**config.mk**
```make
export PLATFORM = sky130hd
export DESIGN_NAME = pace_decade_chain
export DESIGN_NICKNAME = d
export VERILOG_FILES = /design/src/rtl/pace_pkg.sv /design/src/rtl/bcd_decade_counter.sv /design/src/rtl/pace_decade_chain.sv
export SDC_FILE = /design/constraint.sdc
export NUM_CORES = 1
export LEC_CHECK = 0
export CELL_PAD_IN_SITES_DETAIL_PLACEMENT = 0
export CELL_PAD_IN_SITES_GLOBAL_PLACEMENT = 2
export CORE_ASPECT_RATIO = 2
export CORE_MARGIN = 1.5
export CORE_UTILIZATION = 35
export DETAILED_ROUTE_END_ITERATION = 7
export GPL_TIMING_DRIVEN = 0
export PLACE_DENSITY = 0.78
export SETUP_SLACK_MARGIN = 0.02
export SLEW_MARGIN = 15
export SYNTH_ARGS = -nofsm -noshare
export SYNTH_HDL_FRONTEND = slang
export SYNTH_SLANG_ARGS = --single-unit
```
**constraint.sdc**
```tcl
create_clock -name clk -period 2.25 [get_ports clk]
set_input_delay 0.45 -clock clk [delete_from_list [all_inputs] [get_ports clk]]
set_output_delay 0.45 -clock clk [all_outputs]
set_load 0.005 [all_outputs]
```
**src/rtl/pace_pkg.sv**
```systemverilog
// Shared constants and helpers for the decade pace chain.
package pace_pkg;

   localparam int unsigned BCD_W          = 4;
   localparam logic [BCD_W-1:0] BCD_MAX   = 4'd9;
   localparam int unsigned DEFAULT_CLK_HZ = 100_000_000;

   // Wraps on anything >= 9 so a digit can never leave the BCD range.
   function automatic logic [BCD_W-1:0] bcd_inc(input logic [BCD_W-1:0] d);
      return (d >= BCD_MAX) ? '0 : d + 1'b1;
   endfunction

endpackage

```
**src/rtl/bcd_decade_counter.sv**
```systemverilog
// Single divide-by-10 BCD stage with synchronous clear and combinational carry.
module bcd_decade_counter
   import pace_pkg::*;
(
   input  logic             clk,
   input  logic             rst,
   input  logic             clr,
   input  logic             en,
   output logic [BCD_W-1:0] digit,
   output logic             carry
);

   logic [BCD_W-1:0] digit_q, digit_d;

   always_comb begin
      digit_d = digit_q;
      if (clr) begin
         digit_d = '0;
      end else if (en) begin
         digit_d = bcd_inc(digit_q);
      end
   end

   always_ff @(posedge clk or posedge rst) begin
      if (rst) begin
         digit_q <= '0;
      end else begin
         digit_q <= digit_d;
      end
   end

   assign digit = digit_q;
   assign carry = en & ~clr & (digit_q == BCD_MAX);

endmodule

```
**src/rtl/pace_decade_chain.sv**
```systemverilog
// Prescaler producing a base-rate tick followed by a cascade of BCD decade counters.
module pace_decade_chain
   import pace_pkg::*;
#(
   parameter int unsigned CLK_HZ      = DEFAULT_CLK_HZ,
   parameter int unsigned BASE_HZ     = 10,
   parameter int unsigned NUM_DECADES = 4
) (
   input  logic                         clk,
   input  logic                         reStart,
   input  logic                         run,
   input  logic                         reSync,
   output logic [NUM_DECADES:0]         tick,
   output logic [BCD_W*NUM_DECADES-1:0] digits,
   output logic                         rollover
);

   localparam int unsigned DIVISOR = (BASE_HZ == 0) ? 0 : CLK_HZ / BASE_HZ;
   localparam int unsigned PRE_W   = (DIVISOR < 2) ? 1 : $clog2(DIVISOR);
   localparam logic [PRE_W-1:0] PRE_LOAD = PRE_W'(DIVISOR - 1);

   if (BASE_HZ == 0 || (CLK_HZ % BASE_HZ) != 0) begin : g_bad_ratio
      $error("pace_decade_chain: CLK_HZ must be an exact multiple of BASE_HZ");
   end
   if (DIVISOR < 2) begin : g_bad_divisor
      $error("pace_decade_chain: CLK_HZ/BASE_HZ must be at least 2");
   end
   if (NUM_DECADES < 1 || NUM_DECADES > 8) begin : g_bad_decades
      $error("pace_decade_chain: NUM_DECADES must be in 1..8");
   end

   logic [PRE_W-1:0] pre_q, pre_d;
   logic             adv;

   assign adv = run & ~reSync;

   always_comb begin
      pre_d = pre_q;
      if (reSync) begin
         pre_d = PRE_LOAD;
      end else if (run) begin
         pre_d = (pre_q == '0) ? PRE_LOAD : pre_q - 1'b1;
      end
   end

   always_ff @(posedge clk or posedge reStart) begin
      if (reStart) begin
         pre_q <= PRE_LOAD;
      end else begin
         pre_q <= pre_d;
      end
   end

   assign tick[0] = adv & (pre_q == '0);

   // Each stage's carry is the next stage's enable, so a full carry ripples in one cycle.
   for (genvar k = 0; k < NUM_DECADES; k++) begin : g_decade
      bcd_decade_counter u_decade (
         .clk   (clk),
         .rst   (reStart),
         .clr   (reSync),
         .en    (tick[k]),
         .digit (digits[BCD_W*k +: BCD_W]),
         .carry (tick[k+1])
      );
   end

   assign rollover = tick[NUM_DECADES];

endmodule

```
==> flow_summary.toml, run 1 <==
[cts]
clk_lat_worst_skew_ps = 290
clk_transition_reported_paths_ps = 60
clockBufferDepth = 2
tritoncts.num_buffers = 5
cts.sink_count = 40
tritoncts = "done"
h-tree-depth = 2
ctsRootBufferMaster = "sky130_fd_sc_hd__clkbuf_16"

[cells_and_area]
layout.filler_cells = 728
nets = 383
final-instance-count-excl-fill = 458
final_layout_size_suffix_gt1_frac = 0.342
num_antenna_cells = 0
syn_to_final_growth_pct = 37.4
fin_util = 0.499
fin_area_um2 = 3660

[timing]
finClkSkew_ps = 4.16
timing_worst_slew_pin_value_ps = 587
rsz0062_at_grt = "yes"
final_critical_path_setup_slack_ps = -58.1
slew_headroom = 0.609
final_max_slew_viol_count = 0
post_route_setup_tns_ps = -111
fmaxAchievable_mhz = 433
finalHoldViolations = 0
report.final.setup_viol = 4
period_share = 1.03
layout_min_cycle_time_ps = 2310

[setup_path]
critical_path.cell_chain = "nor4_4 > and4_1 > buf_6 > nand4_4 > nor3_2 > buf_4 > buf_6"
cp_data_arrival_time_ps = 1860
startpoint_type = "register"
path_max_fanout = 6
critical-path-top-cell-by-count = "sky130_fd_sc_hd__buf_6"
timing.critical_path.slowest_cell_delay_ps = 400
crit_required_ps = 1800
timing.critical_path.max_delay_family = "simple AND/OR/NAND/NOR gates"
nature_of_the_critical_path_endpoint = "output port"
worst_path_max_delay_cell = "sky130_fd_sc_hd__dfstp_2"
worst-path-buf-inv = 3
timing.setup.critical_path_class = "register to output port"

[global_routing]
global_route.usage.total = 0.208
globalRouteOverflowTotal = 0
pin_count_of_the_biggest_net_entering_global_routing = 32
antenna_found_initial = 0
grt_pass1_vias = 2470
grt_pass1_wl_um = 12900

[route]
route.final.wire_length_um = 8180
dr_total_vias = 2504
route.antenna.remaining_nets = 0
wl_per_cell_um = 17.9
detail_route.vias_per_cell = 5.47
firstDrtPassIters = 4
drt_iter0_markers = 64
final_routed_drc_violation_total = 0

[yosys]
yosys.area.top_type = "sky130_fd_sc_hd__dfrtp_1"
synth_commonest_cells = "sky130_fd_sc_hd__nand2_1 (34), sky130_fd_sc_hd__dfrtp_1 (26), sky130_fd_sc_hd__nor2_1 (22)"
synth_edf_count = 0
syn-mean-instance-area_um2 = 9.06
synthMostInstantiatedCell = "sky130_fd_sc_hd__nand2_1"
netlist_instances = 294
synth.net_count = 312
synth_top_area_frac = 0.244
syn-cell-area_um2 = 2660
synth_flop_cell = "sky130_fd_sc_hd__dfrtp_1"
synth_sequential_area_ratio = 0.383
synthDistinctLibCells = 50
yosys_warnings = 0
synth_seq_cells = 40
post_synth_main_area_contributors = "sky130_fd_sc_hd__dfrtp_1 (24%), sky130_fd_sc_hd__dfstp_2 (14%), sky130_fd_sc_hd__ha_1 (6.6%)"
proportion_of_register_bits_with_asynchronous_set_or_reset_after_synthesis = 1.00

[place]
detailed_place.area_um2 = 3060
gp_congestion = 0.801
detailedPlacementHpwl_um = 5520
dp.cells = 412
count_of_input_and_output_buffers = 25

[pwr]
cellLeakagePower_uw = 0.00155
power.density_cell_area_nw_per_um2 = 462
vdd_drop_max_mv = 0.379

[run]
cap_violations = 0

[floorplanning]
floorplan.rows = 44
die_width_um = 64.7
core_region_area_um2 = 7320
initial_core_util = 0.364
die_area_um2 = 8170
die_h_um = 126
design.portCount = 26

[run_status]
status = "finished, violations left"
violated_checks = "negative setup slack"

[worst_hold_path]
worstHoldPathType = "primary input to async pin"
-- registers in the layout (all words and copies together), names as in the netlist --
name,cells
pre_q,24
g_decade.u_decade.digit,16
-- placed cells by master, fill, tap and decap left out, types with 3 or more instances in the layout --
master / netlist / layout
sky130_fd_sc_hd__nor4_4: 3 / 4
sky130_fd_sc_hd__buf_6: 3 / 14
sky130_fd_sc_hd__nand3_1: 14 / 14
sky130_fd_sc_hd__nor4_1: 3 / 3
sky130_fd_sc_hd__dfrtp_1: 26 / 18
sky130_fd_sc_hd__a31oi_1: 10 / 9
sky130_fd_sc_hd__o21ai_0: 21 / 19
sky130_fd_sc_hd__nor2b_1: 7 / 6
sky130_fd_sc_hd__nand2_1: 34 / 30
sky130_fd_sc_hd__a21oi_1: 13 / 13
sky130_fd_sc_hd__xnor2_1: 3 / 3
sky130_fd_sc_hd__dfstp_2: 14 / 14
sky130_fd_sc_hd__o2111ai_1: 3 / 3
sky130_fd_sc_hd__nor3_4: 2 / 4
sky130_fd_sc_hd__or3_1: 8 / 8
sky130_fd_sc_hd__nor2_1: 22 / 20
sky130_fd_sc_hd__clkdlybuf4s50_1: 0 / 17
sky130_fd_sc_hd__nor3_1: 15 / 13
sky130_fd_sc_hd__nand2_2: 1 / 4
sky130_fd_sc_hd__o31ai_1: 7 / 6
sky130_fd_sc_hd__clkbuf_16: 0 / 5
sky130_fd_sc_hd__ha_1: 14 / 10
sky130_fd_sc_hd__buf_2: 1 / 3
sky130_fd_sc_hd__buf_4: 7 / 37
sky130_fd_sc_hd__nand4_1: 8 / 8
sky130_fd_sc_hd__o21ai_1: 3 / 4
sky130_fd_sc_hd__inv_2: 0 / 4
sky130_fd_sc_hd__dfrtp_2: 0 / 8
sky130_fd_sc_hd__inv_1: 19 / 14
sky130_fd_sc_hd__clkbuf_1: 2 / 4
-- per-layer routing --
metal  routed length [um]  vias up  part of all wire  global-route usage
met4                  219        0             0.027              0.0889
met1                 2940     1237              0.36               0.210
met3                  183       18             0.022              0.0284
li1                     -     1204                 -                   -
met5                    0        -                 0                   0
met2                 4830       45              0.59               0.409
-- per-stage QoR --
step | hold slack [ps] | setup WS, ps | power, uW
floorplan | 466 | 91.6 | 879
global placement | 501 | -830 | 922
detailed placement | 508 | -829 | 930
CTS | 401 | -90.4 | 1690
global route | 416 | -145 | 1760
finish | 393 | -58.1 | 1690
-- cell type report --
cell class | instances | area, um^2 | area share
Buffer | 6 | 50.0 | 0.0137
Clock buffer | 7 | 133 | 0.0363
Clock inverter | 1 | 3.75 | 0.00103
Inverter | 19 | 73.8 | 0.0202
Multi-Input combinational cell | 222 | 1620 | 0.444
Sequential cell | 40 | 1030 | 0.281
Tap cell | 92 | 115 | 0.0315
Timing Repair Buffer | 71 | 631 | 0.172
-- path summary, 6_finish.rpt --
check / to / from / slack (ps) / depth (start not counted)
hold reg to reg: pre_q[6] / pre_q[6] / 510 / 2
hold / removal: g_decade[0].u_decade.digit[3] / reStart / 390 / 2
max in group asynchronous: pre_q[1] / reStart / 1340 / 3
setup reg to reg: pre_q[6] / pre_q[1] / 70 / 11
setup / recovery: tick[4] / pre_q[10] / -60 / 7
min in group clk: pre_q[6] / pre_q[6] / 510 / 2
-- cells by family after synthesis --
group                      after synthesis  share of synthesized area
AOI/OAI and AO/OA                       68                      0.171
adders and majority gates               14                     0.0658
xor gates and xnor gates                 4                     0.0132
muxes                                    1                    0.00376
buffers and inverters                   32                     0.0639
and+or+nand+nor                        135                      0.300
DFF                                     40                      0.383
-- report_power, final --
group          internal (uW)  leakage, uW  switching (uW)
clock                    409    0.0000655             304
combinational           76.7     0.000992             108
sequential               760     0.000497            33.3
total                   1250      0.00155             445
-- timing repair --
item / CTS / global route
cloned: 1 / 0
pin swaps: 15 / 7
setup buffers: 32 / 14
hold buffers: 0 / 0
setup endpoints to repair: 16 / 16
resized for setup: 63 / 25
(Power assumes the default switching activity.)
==> run 2, diff against run 1 <==
--- a/config.mk
+++ b/config.mk
@@ -9,10 +9,10 @@
 export CELL_PAD_IN_SITES_GLOBAL_PLACEMENT = 2
 export CORE_ASPECT_RATIO = 2
 export CORE_MARGIN = 1.5
-export CORE_UTILIZATION = 35
+export CORE_UTILIZATION = 36
 export DETAILED_ROUTE_END_ITERATION = 7
 export GPL_TIMING_DRIVEN = 0
-export PLACE_DENSITY = 0.78
+export PLACE_DENSITY = 0.8
 export SETUP_SLACK_MARGIN = 0.02
 export SLEW_MARGIN = 15
 export SYNTH_ARGS = -nofsm -noshare
==> flow_summary.toml, run 2 (synthesis gave the netlist of run 1 again) <==
[cts]
clk_lat_worst_skew_ps = 290
tritoncts.num_buffers = 5
clockBufferDepth = 2
cts_hold_repair.buffers = 0
ctsRootBufferMaster = "sky130_fd_sc_hd__clkbuf_16"
h-tree-depth = 2
cts.sink_count = 40
clk_transition_reported_paths_ps = 60
tritoncts = "done"

[timing]
fmaxAchievable_mhz = 420
final_max_slew_viol_count = 0
slew_headroom = 0.611
report.final.setup_viol = 6
layout_min_cycle_time_ps = 2380
final_critical_path_setup_slack_ps = -131
finalHoldWorstSlack_ps = 508
finalHoldViolations = 0
rsz0062_at_grt = "yes"
finClkSkew_ps = 3.70
timing_worst_slew_pin_value_ps = 583
period_share = 1.06

[route]
final_routed_drc_violation_total = 0
route.final.wire_length_um = 7930
drt_iter0_markers = 78
wl_per_cell_um = 17.2
detail_route.vias_per_cell = 5.33
route.antenna.remaining_nets = 0
firstDrtPassIters = 4
dr_total_vias = 2461

[cells_and_area]
multiInputGateArea_um2 = 1600
largest_register_ffs = 24
layout.cells.most_common_list = "sky130_fd_sc_hd__buf_4 (39), sky130_fd_sc_hd__nand2_1 (32), sky130_fd_sc_hd__dfrtp_1 (22)"
final_common_cell = "sky130_fd_sc_hd__buf_4"
final_layout_size_suffix_gt1_frac = 0.324
nets = 387
fin_area_um2 = 3720
sequential_area_um2 = 1020
syn_to_final_growth_pct = 39.6
layout.filler_cells = 689
final-instance-count-excl-fill = 462
num_antenna_cells = 0
fin_util = 0.515
max_flop_register = "pre_q"

[global_routing]
global_route.usage.total = 0.209
grt_pass1_vias = 2479
pin_count_of_the_biggest_net_entering_global_routing = 24
antenna_found_initial = 0
grt_pass1_wl_um = 12800
globalRouteOverflowTotal = 0

[worst_hold_path]
worstHoldPathType = "register to register"
worst_hold_startpoint = "pre_q[6]"

[place]
detailed_place.area_um2 = 3060
gp_congestion = 0.823
dp.cells = 412
count_of_input_and_output_buffers = 25
detailedPlacementHpwl_um = 5560

[pwr]
p_sw_uw = 422
comb_power_share = 0.106
total_power_of_the_final_layout_uw = 1700
internal_power_uw = 1280
cellLeakagePower_uw = 0.00161
vdd_drop_max_mv = 0.505
share_clk_of_total_power = 0.429
switching_share = 0.248
power.density_cell_area_nw_per_um2 = 458
seqPwrFrac = 0.465

[run_status]
status = "finished, violations left"
violated_checks = "negative setup slack"

[floorplanning]
die_h_um = 125
initial_core_util = 0.369
floorplan.rows = 44
die_width_um = 63.8
die_area_um2 = 7950
design.portCount = 26
core_region_area_um2 = 7210

[setup_path]
timing.rr.start = "pre_q[0]"
startpoint_type = "register"
cp_data_arrival_time_ps = 1930
timing.setup.critical_path_class = "register to output port"
crit_required_ps = 1800
nature_of_the_critical_path_endpoint = "output port"
critical_path.startpoint = "pre_q[13]"
path_max_fanout = 3

[run]
cap_violations = 0
## run 2: cell types whose count changed in the layout (fill, tap and decap cells not counted), sizes merged
cell	delta
buf	+3
dlymetal6s2s	+1
clkinv	-1
dlygate4sd2	-1
clkbuf	+2
## run 2: power by group through the flow
stage | clock network (uW) | logic [uW] | registers (uW)
2_1_floorplan | 0 | 76.0 | 803
3_3_place_gp | 0 | 110 | 812
3_5_place_dp | 0 | 118 | 813
4_1_cts | 762 | 159 | 790
5_1_grt | 789 | 197 | 796
6_report | 729 | 180 | 792
## run 2: layer usage
| layer | track usage | up-vias | wire [um] |
|---|---|---|---|
| li1 | - | 1211 | - |
| met1 | 0.210 | 1199 | 2860 |
| met2 | 0.408 | 34 | 4730 |
| met3 | 0.0253 | 17 | 106 |
| met4 | 0.0908 | 0 | 236 |
| met5 | 0 | - | 0 |
## run 2: final timing paths
check	end	slack (ps)	depth (start not counted)
worst max-delay path	tick[4]	-130	8
worst min-delay path	pre_q[6]	510	2
worst min register to register	pre_q[6]	510	2
min in group asynchronous	g_decade[1].u_decade.digit[0]	550	2
max in group asynchronous	pre_q[15]	1120	3
worst max register to register	pre_q[9]	50	11
## run 2: metrics by stage
stage                     TNS, ps  setup WS, ps
after global placement     -10500          -830
after CTS                    -689          -179
after detailed placement    -5640          -838
final                        -474          -131
after floorplan                 0          91.6
after global routing        -1030          -228
## run 2: layout make-up
class                   instances  share of cell area
flip-flops and latches         40               0.275
inverters                      19              0.0205
clock buffers                   8              0.0394
plain buffers                   8              0.0185
repair buffers                 73               0.184
well taps                      92              0.0310
multi-input cells             222               0.432
## run 2: worst max-delay path: stages (launching register included)
cell	delay [ps]
sky130_fd_sc_hd__dfrtp_2	420
sky130_fd_sc_hd__nor4_4	300
sky130_fd_sc_hd__and4_1	260
sky130_fd_sc_hd__buf_6	120
sky130_fd_sc_hd__buf_12	100
sky130_fd_sc_hd__nand4_4	100
sky130_fd_sc_hd__nor3_4	150
sky130_fd_sc_hd__buf_4	130
sky130_fd_sc_hd__buf_6	80
## run 2: timing repair
action	4_1_cts	5_1_grt
gates cloned	0	1
pin swaps	13	10
endpoints found under the setup margin	11	24
gates resized for setup	56	18
buffers inserted	29	18
==> edit 1 (flow settings as in run 1) <==
Change the parameter `NUM_DECADES` from 4 to 8.
--- a/src/rtl/pace_decade_chain.sv
+++ b/src/rtl/pace_decade_chain.sv
@@ -4,7 +4,7 @@
 #(
    parameter int unsigned CLK_HZ      = DEFAULT_CLK_HZ,
    parameter int unsigned BASE_HZ     = 10,
-   parameter int unsigned NUM_DECADES = 4
+   parameter int unsigned NUM_DECADES = 8
 ) (
    input  logic                         clk,
    input  logic                         reStart,
Interface: changed (resized digits and tick); port bits go from 26 to 46. The function was not compared with the original's and may differ.
==> edit 1 against run 1 <==
The flow still finishes with violations (negative setup slack); synthesized area up 37%; maximum frequency down 17%; sequential share of layout area shrank 2.7 points; clock skew increased by 0.0031 ns; routed wire length increased by 44%; core utilization rose by 5.2 points; sequential cell count up 16; global-route usage grew 1.0 points; hold slack improved by 0.085 ns; total power increased by 21%; sequential power up 30%; worst setup slack lost 0.47 ns; design area rose by 53%; critical endpoint is now tick[2]; largest cell class unchanged.
==> edit 1: results (changes against run 1) <==
| Metric | Value |
|---|---|
| Worst IR Drop VDD | `0.000351 V (-7.2%)` |
| Data arrival time of the worst path | `2.33 ns (+0.47 ns)` |
| Final Skew | `0.00729 ns (+0.00313 ns)` |
| Max reg flops | `32 (+33%)` |
| Max FO, Critical Path | `4 (-2)` |
| Max transition margin | `38.2% (-23 points)` |
| Pin count of the biggest net entering global routing | `57 (+78%)` |
| CP startpoint | `pre_q[5]` |
| DRT iter0 DRCs | `175 (+170%)` |
| Post-synthesis sequential area ratio | `38.8% (+0.52 points)` |
| Hold Path Depth | `2` |
| Nets | `559 (+46%)` |
| Yosys cell types | `59 (+18%)` |
| Failing checks | `negative setup slack` |
| DP Wirelength | `7760 um (+41%)` |
| R2r endpoint | `g_decade[4].u_decade.digit[3]` |
| IO buf count | `44 (+76%)` |
| First-pass GRT wire length | `18600 um (+44%)` |
| # fillers | `977 (+34%)` |
| Leak | `2.36 nW (+52%)` |
| Hold WS | `0.478 ns (+0.0852 ns)` |
| Worst path max stage delay | `0.56 ns (+0.16 ns)` |
| Master of the slowest instance on the critical path | `or4_4` |
| Placed Area | `4330 sq um (+42%)` |
| FF-to-FF setup slack | `-0.34 ns (-0.41 ns)` |
| R2r worst-path depth | `9 (-2)` |
| Final GP Congestion | `0.784 (-2.1%)` |
| Vias in the first global route | `3629 (+47%)` |
| Worst Slack Setup Final | `-0.526 ns (-0.468 ns)` |
| Synth top area cells | `dfrtp_1, dfstp_2, ha_1` |
| Via density | `5.47 (about the same)` |
| Most instantiated cells after synthesis | `dfrtp_1, inv_1, nand2_1` |
| Total GRT Usage | `21.9% (+1.0 points)` |
| Syn nets | `442 (+42%)` |
| Sw Ratio | `24.4% (-2.0 points)` |
| Avg WL per Cell | `17.8 um (-0.51%)` |
| Worst slack, placed | `-1.09 ns (-0.262 ns)` |
| Status | `finished, violations left` |
| Hold Crit Class | `flip-flop to flip-flop` |
| Final setup fails | `43 (+39)` |
| Min-delay src | `pre_q[15]` |
| Share of cells above drive strength 1 | `37.0% (+2.8 points)` |
## edit 1: tightest hold or removal path, stage by stage (launching register included)
cell and delay, ns:
dfstp_2 0.39, o41ai_2 0.04, o21ai_1 0.05
## edit 1: cell families (layout without fill, tap and decap cells)
logic type / count (synthesis) / after routing / synth area share [%]
muxes: 5 / 5 / 1.40
DFF: 56 / 56 / 38.8
buffers and inverters: 57 / 175 / 7.35
and+or+nand+nor: 170 / 170 / 25.9
adders and majority gates: 26 / 26 / 8.89
AOI/OAI and AO/OA: 98 / 98 / 17.6
## edit 1: what timing repair did
action | CTS | global route
resized for setup | 170 | 59
endpoints found under the hold margin | 0 | 0
pin swaps | 57 | 41
gates cloned | 3 | 1
setup endpoints to repair | 61 | 66
setup buffers | 52 | 28
## edit 1: cell type report
cell class | count | area [sq um] | area share (%)
Sequential cell | 56 | 1430 | 25.4
Tap cell | 135 | 169 | 3.02
Timing Repair Buffer | 116 | 1170 | 20.9
Buffer | 16 | 140 | 2.50
Inverter | 35 | 136 | 2.43
Multi-Input combinational cell | 299 | 2420 | 43.1
Clock buffer | 8 | 146 | 2.61
## edit 1: worst max-delay path by stage
stage	to	slack, ns
2_1_floorplan	tick[8]	-0.10
3_3_place_gp	tick[2]	-1.07
3_5_place_dp	tick[8]	-1.09
4_1_cts	tick[8]	-0.63
5_1_grt	tick[2]	-0.62
6_report	tick[2]	-0.53
## edit 1: through the flow
step	TNS, ns	instances
final	-9.32	665
after global routing	-14.15	665
after CTS	-12.74	651
after detailed placement	-26.60	591
after global placement	-63.43	591
after floorplan	-0.470	412
## edit 1: layer usage
metal	routed length (um)	track usage, %	vias to the layer above
li1	-	-	1732
met1	4250	23.5	1807
met2	6660	39.8	67
met3	231	2.18	33
met4	679	11.6	0
met5	0	0	-
## edit 1: power by group through the flow
| stage | clock [mW] | sequential, mW | combinational [mW] |
|---|---|---|---|
| 6_report | 0.820 | 1.03 | 0.185 |
| 5_1_grt | 0.887 | 1.04 | 0.201 |
| 4_1_cts | 0.849 | 1.03 | 0.163 |
| 3_5_place_dp | 0 | 1.06 | 0.108 |
| 3_3_place_gp | 0 | 1.06 | 0.106 |
| 2_1_floorplan | 0 | 1.05 | 0.0679 |
